$ cat src/rtl/my_divider.sv
// Programmable integer clock divider: clk_out period is exactly div clk_in cycles.
// A new ratio is latched only at the period boundary, so phases are never cut short.
module my_divider #(
    parameter int WIDTH   = 32,
    parameter int MIN_DIV = 2
) (
    input  logic             clk_in,
    input  logic             reset,
    input  logic [WIDTH-1:0] div,
    output logic             clk_out
);

    localparam logic [WIDTH-1:0] MIN_DIV_W = WIDTH'(MIN_DIV);

    function automatic logic [WIDTH-1:0] clamp_div(input logic [WIDTH-1:0] d);
        return (d < MIN_DIV_W) ? MIN_DIV_W : d;
    endfunction

    logic [WIDTH-1:0] cnt;
    logic [WIDTH-1:0] n_act;
    logic [WIDTH-1:0] n_eff;
    logic [WIDTH-1:0] half;
    logic [WIDTH-1:0] cnt_next;
    logic             term_cnt;

    assign n_eff    = clamp_div(div);
    assign half     = n_act >> 1;
    assign cnt_next = cnt + 1'b1;
    assign term_cnt = (cnt == n_act - 1'b1);

    // cnt stays below n_act, so cnt_next never wraps even at the maximum ratio
    always_ff @(posedge clk_in) begin
        if (reset) begin
            n_act   <= n_eff;
            cnt     <= n_eff - 1'b1;
            clk_out <= 1'b0;
        end else if (term_cnt) begin
            n_act   <= n_eff;
            cnt     <= '0;
            clk_out <= 1'b1;
        end else begin
            cnt     <= cnt_next;
            clk_out <= (cnt_next < half);
        end
    end

endmodule

$ cat config.mk
export PLATFORM = sky130hd
export DESIGN_NAME = my_divider
export DESIGN_NICKNAME = d
export VERILOG_FILES = /design/src/rtl/my_divider.sv
export SDC_FILE = /design/constraint.sdc
export NUM_CORES = 1
export LEC_CHECK = 0
export ABC_CLOCK_PERIOD_IN_PS = 4700
export CAP_MARGIN = 20
export CORE_ASPECT_RATIO = 0.5
export CORE_MARGIN = 3
export CORE_UTILIZATION = 60
export CTS_CLUSTER_SIZE = 12
export DETAILED_ROUTE_END_ITERATION = 8
export GPL_TIMING_DRIVEN = 0
export HOLD_SLACK_MARGIN = 0.1
export PLACE_DENSITY = 0.9
export SLEW_MARGIN = 20
export SYNTH_ARGS = -nofsm -noshare
export SYNTH_HDL_FRONTEND = slang
export SYNTH_SLANG_ARGS = --single-unit
$ cat constraint.sdc
create_clock -name clk_in -period 4.7 [get_ports clk_in]
set_input_delay 0.47 -clock clk_in [delete_from_list [all_inputs] [get_ports clk_in]]
set_output_delay 0.47 -clock clk_in [all_outputs]
set_load 0.01 [all_outputs]
Word-level counts from Yosys, hierarchy flattened

Cells that the tools add are included.
Widths: inputs -> output; s select.

Add/sub/neg operators: 3
Order comparisons: 2
Equal/unequal tests: 1
Mux-type cells: 6
Reductions and logical operators: 1

Operators by type and width:

| kind                  | number |
|---|---|
| $mux 32               | 5 |
| $sub 32x1->32 const B | 2 |
| $add 32x1->32 const B | 1 |
| $eq 32x32->1          | 1 |
| $lt 32x2->1 const B   | 1 |
| $lt 32x31->1          | 1 |
| $reduce_bool 2->1     | 1 |
| $mux 1                | 1 |

Bits in registers: 65
Bits of input ports: 34
Word-level logic and storage cells: 16

Depth between registers and ports, before layout

Depth after elaboration: 4
Mapped depth: 15

Worst setup path before layout

OpenSTA, ideal clock, no wires.

Kind: input port to flip-flop
From: input div[10]
To: register cnt[30]
Setup time: 0.130 ns
Arrival: 3.983 ns
Data required time: 4.570 ns
Setup slack: 0.587 ns
Cell stages on the path: 13
Buffers on the path: 0
Cell sequence: or4_4 -> nor4_1 -> nand4_1 -> or2_2 -> o21ai_0 -> ha_1 -> inv_1 -> or4b_4 -> or4_4 -> or3_4 -> xnor2_2 -> nand2_1 -> o31ai_1

Word-level cells in the longest chain between the ends: 4

Ends and longest elaborated chain:

| what                 | RTL line | text |
|---|---|---|
| start, declared      | 9        | `input logic [WIDTH-1:0] div,` |
| $lt 32x2->1          | 16       | `return (d < MIN_DIV_W) ? MIN_DIV_W : d;` |
| $mux 32 *            | 16       |  |
| $sub 32x1->32 *      | 35       | `cnt <= n_eff - 1'b1;` |
| $mux 32 *            | 33       | `if (reset) begin` |
| end signal, assigned | 35       |  |
| end signal, assigned | 42       | `cnt <= cnt_next;` |
| end, declared        | 19       | `logic [WIDTH-1:0] cnt;` |

Mark *: on every way between the ends. The rest lies on a longest branch, timed or not.
A chain may end at the register's enable or synchronous reset.

Final worst setup path

Ends and elaborated chain as after synthesis.

==> key figures <==
Floorplanning
  – Die width: 138 um
  – Rows: 23
  – Initial Utilization: a little under two thirds
  – Core Box Area: around 0.008 sq mm
  – DIE AREA: around 0.0099 sq mm
  – I/O pin cnt: 35
  – Vert. Die Dim: between 70 and 80 um

Outcome
  – Outcome: completed

Drt
  – Routed length per instance: 17.3 um
  – Via count: 4893
  – Via density: 6.20
  – Detail Route Antenna Nets: 0
  – 1st-iter DRT viols: about 600
  – Final wirelength: 13700 um
  – DRC: 0
  – DRT Pass-1 Iters: 6

Timing
  – Slew of the pin with the lowest slew margin: 768 ps
  – Pins Over Slew Limit: 0
  – Final hold viol count: 0
  – Final number of setup-violating endpoints: 0
  – Clock Skew: 5.80 ps
  – Fmax: 217 MHz
  – Setup TNS: 0 ps
  – Final period util: 98.1%
  – Min cycle time layout: 4610 ps
  – Rel. slew slack: approximately 48%

Synthesis
  – Synth unique cells: 57
  – Seq/Total Area, Yosys: 31.1%
  – Post-synth EDFFs: 32
  – Syn avg cell area: 8.34 sq um
  – Post-synthesis register bit count: 65
  – Ys Warns: 0
  – Cells after Synth: 625
  – Ys flop type: dfxtp_1
  – Ys async rst share: 0%
  – Syn Nets: 692
  – Cell Area, Synth: 0.00522 sq mm

Global route
  – Total track usage: around 28%
  – Vias in the first global route: 4431
  – Total gr overflow: 0
  – Initial antenna violation count: 1
  – First-pass GRT wire length: 21900 um
  – Largest net degree at the start of global routing: 33

CTS
  – CTS H-Tree Depth: 3
  – TritonCTS Sinks: 65
  – Clock Pin Slew Worst Setup and Hold Paths: approximately 50 ps
  – CTS tree: built
  – CTS Buf Count: 9
  – CTS Hold Bufs: 0
  – CTS max path bufs: 2
  – Clk root buf: clkbuf_16
  – Skew-Pair Late Insertion Delay: 340 ps

Placed design
  – Port Buffers: 34
  – Final Wtd Congestion: 0.954
  – HPWL after DPL: ~10000 um
  – Post-DP Area: 0.00570 sq mm

Pwr
  – Maximum VDD drop: 0.177 mV
  – Pwr/cell area: 296 mW/mm^2
  – Power Total: 1.79 mW
  – Leakage Power: 2.47 nW

Critical path
  – Worst r2r src: n_act[0]
  – CP dominant cell by count: or4_4
  – CP startpoint kind: primary input
  – Critical Path Start: div[10]
  – Critical path peak fanout: 5
  – Worst path max stage delay: between 600 and 700 ps
  – Worst Path Required: slightly below 5000 ps
  – Delay-heaviest family, CP: simple AND/OR/NAND/NOR gates
  – Buffer and inverter count on the worst path: 2
  – Crit Path Category: in2reg
  – CP Cell Sequence: clkdlybuf4s50_1 > or4_4 > nor4_4 > nand4_1 > or2_2 > o21ai_2 > ha_1 > inv_1 > or4b_4 > or4_4 > or3_4 > xnor2_2 > nand2_1 > o31ai_1
  – Worst R2R Path Depth: 11
  – Crit path capture type: flip-flop
  – Internal reg-to-reg setup slack: 460 ps
  – Crit path DAT: 4820 ps
  – Critical path depth in cells: 14
  – Max stage delay cell, worst path: or4_4

Finish
  – Fin nets: 739
  – Fraction of layout cells with a size suffix above 1: under 10%
  – Synth-to-layout area growth: 15.8%
  – Filler cells: 581
  – Antenna diodes: 0
  – Post-route cell area: 0.00604 sq mm

Worst hold path
  – HP Class: reg2reg
  – Hold Crit Depth: 1
  – Hold_sp: cnt[0]

Flow run
  – Number of max-cap violations: 0
[final timing paths]
kind	endpoint
hold reg to reg	cnt[0]
setup / recovery	cnt[30]
setup reg to reg	n_act[30]
hold / removal	cnt[0]
[state kept, by name (all words and copies together), names as in the netlist]
name     count
cnt         32
clk_out      1
n_act       32
[cell families (layout without fill, tap and decap cells)]
family	after synthesis	in the layout	share of synthesized area [%]
AOI/OAI and AO/OA	97	97	13.4
adders and majority gates	33	33	7.92
DFF	65	65	31.1
muxes	4	4	0.768
xor gates and xnor gates	99	99	16.8
and+or+nand+nor	212	212	21.4
buffers and inverters	115	167	8.64
[metal layers]
layer  vias up  GRT usage (%)  wire (um)
met4         2           8.11        263
li1       2288              -          -
met2       254           43.8       6000
met3        37           7.20       1420
met1      2312           40.0       5980
met5         -              0         13
[repair_timing]
| item | in CTS | in global routing |
|---|---|---|
| setup endpoints to repair | 5 | 35 |
| setup buffers | 0 | 1 |
| gates resized for setup | 5 | 4 |
| pin swaps | 0 | 1 |
[through the flow]
step / hold WS, ps / utilization [%] / instances / setup WS [ps]
floorplan: 549 / - / 625 / 587
global placement: 621 / 69.2 / 771 / -867
detailed placement: 621 / 69.2 / 771 / -894
CTS: 628 / 73.0 / 787 / 50.0
global route: 676 / 73.4 / 789 / -8.39
finish: 641 / 73.4 / 789 / 88.2
[worst reg2reg max path, cell delays in order, from the launching register on]
cell and delay, ps:
edfxtp_1 450, inv_1 90, ha_1 170, nor3b_1 610, nand3_1 180, xnor2_1 170, a2111o_1 390, nor4_1 610
and4_1 310, o2111a_1 180, buf_2 220, or2_4 480
[final cells by class]
type	count	area, sq um	share of cell area (%)
timing repair buffer	36	355	5.88
sequential	65	1620	26.9
inverter	68	255	4.23
clock inverter	3	15.0	0.249
tap	112	140	2.32
buffer	47	195	3.23
clock buffer	13	270	4.48
multi-input combinational	445	3190	52.8
[cells in the mapped netlist (all sizes together) (11+ instances only)]
| library cell | instances | area share, % |
|---|---|---|
| xor2 | 41 | 6.9 |
| a21o | 12 | 1.7 |
| nand4 | 15 | 1.9 |
| clkbuf | 41 | 3.0 |
| edfxtp | 32 | 18 |
| nand3 | 22 | 2.1 |
| o21ai | 11 | 1.1 |
| o31ai | 33 | 4.8 |
| dfxtp | 33 | 13 |
| nor2 | 34 | 2.4 |
| nor3 | 24 | 2.4 |
| nor4 | 19 | 2.4 |
| ha | 33 | 7.9 |
| xnor2 | 58 | 9.9 |
| nand2 | 55 | 4.0 |
| inv | 68 | 4.9 |
[power breakdown]
part / leakage [nW] / internal [mW] / switching [mW]
logic: 1.74 / 0.195 / 0.224
registers: 0.591 / 0.652 / 0.0705
clock network: 0.145 / 0.397 / 0.250
[cell usage in the layout (no fill, tap or decap), drive strengths merged, types with 5 or more instances in the layout]
cell / instances
inv: 68
xnor2: 58
nand2: 55
clkbuf: 54
xor2: 41
nor2: 34
clkdlybuf4s50: 34
o31ai: 33
ha: 33
dfxtp: 33
edfxtp: 32
nor3: 24
nand3: 22
nor4: 19
nand4: 15
a21o: 12
o21ai: 11
a21oi: 10
and3: 9
or3: 7
or4: 7
buf: 7
a211oi: 5
Power figures use the tool's default switching activity.
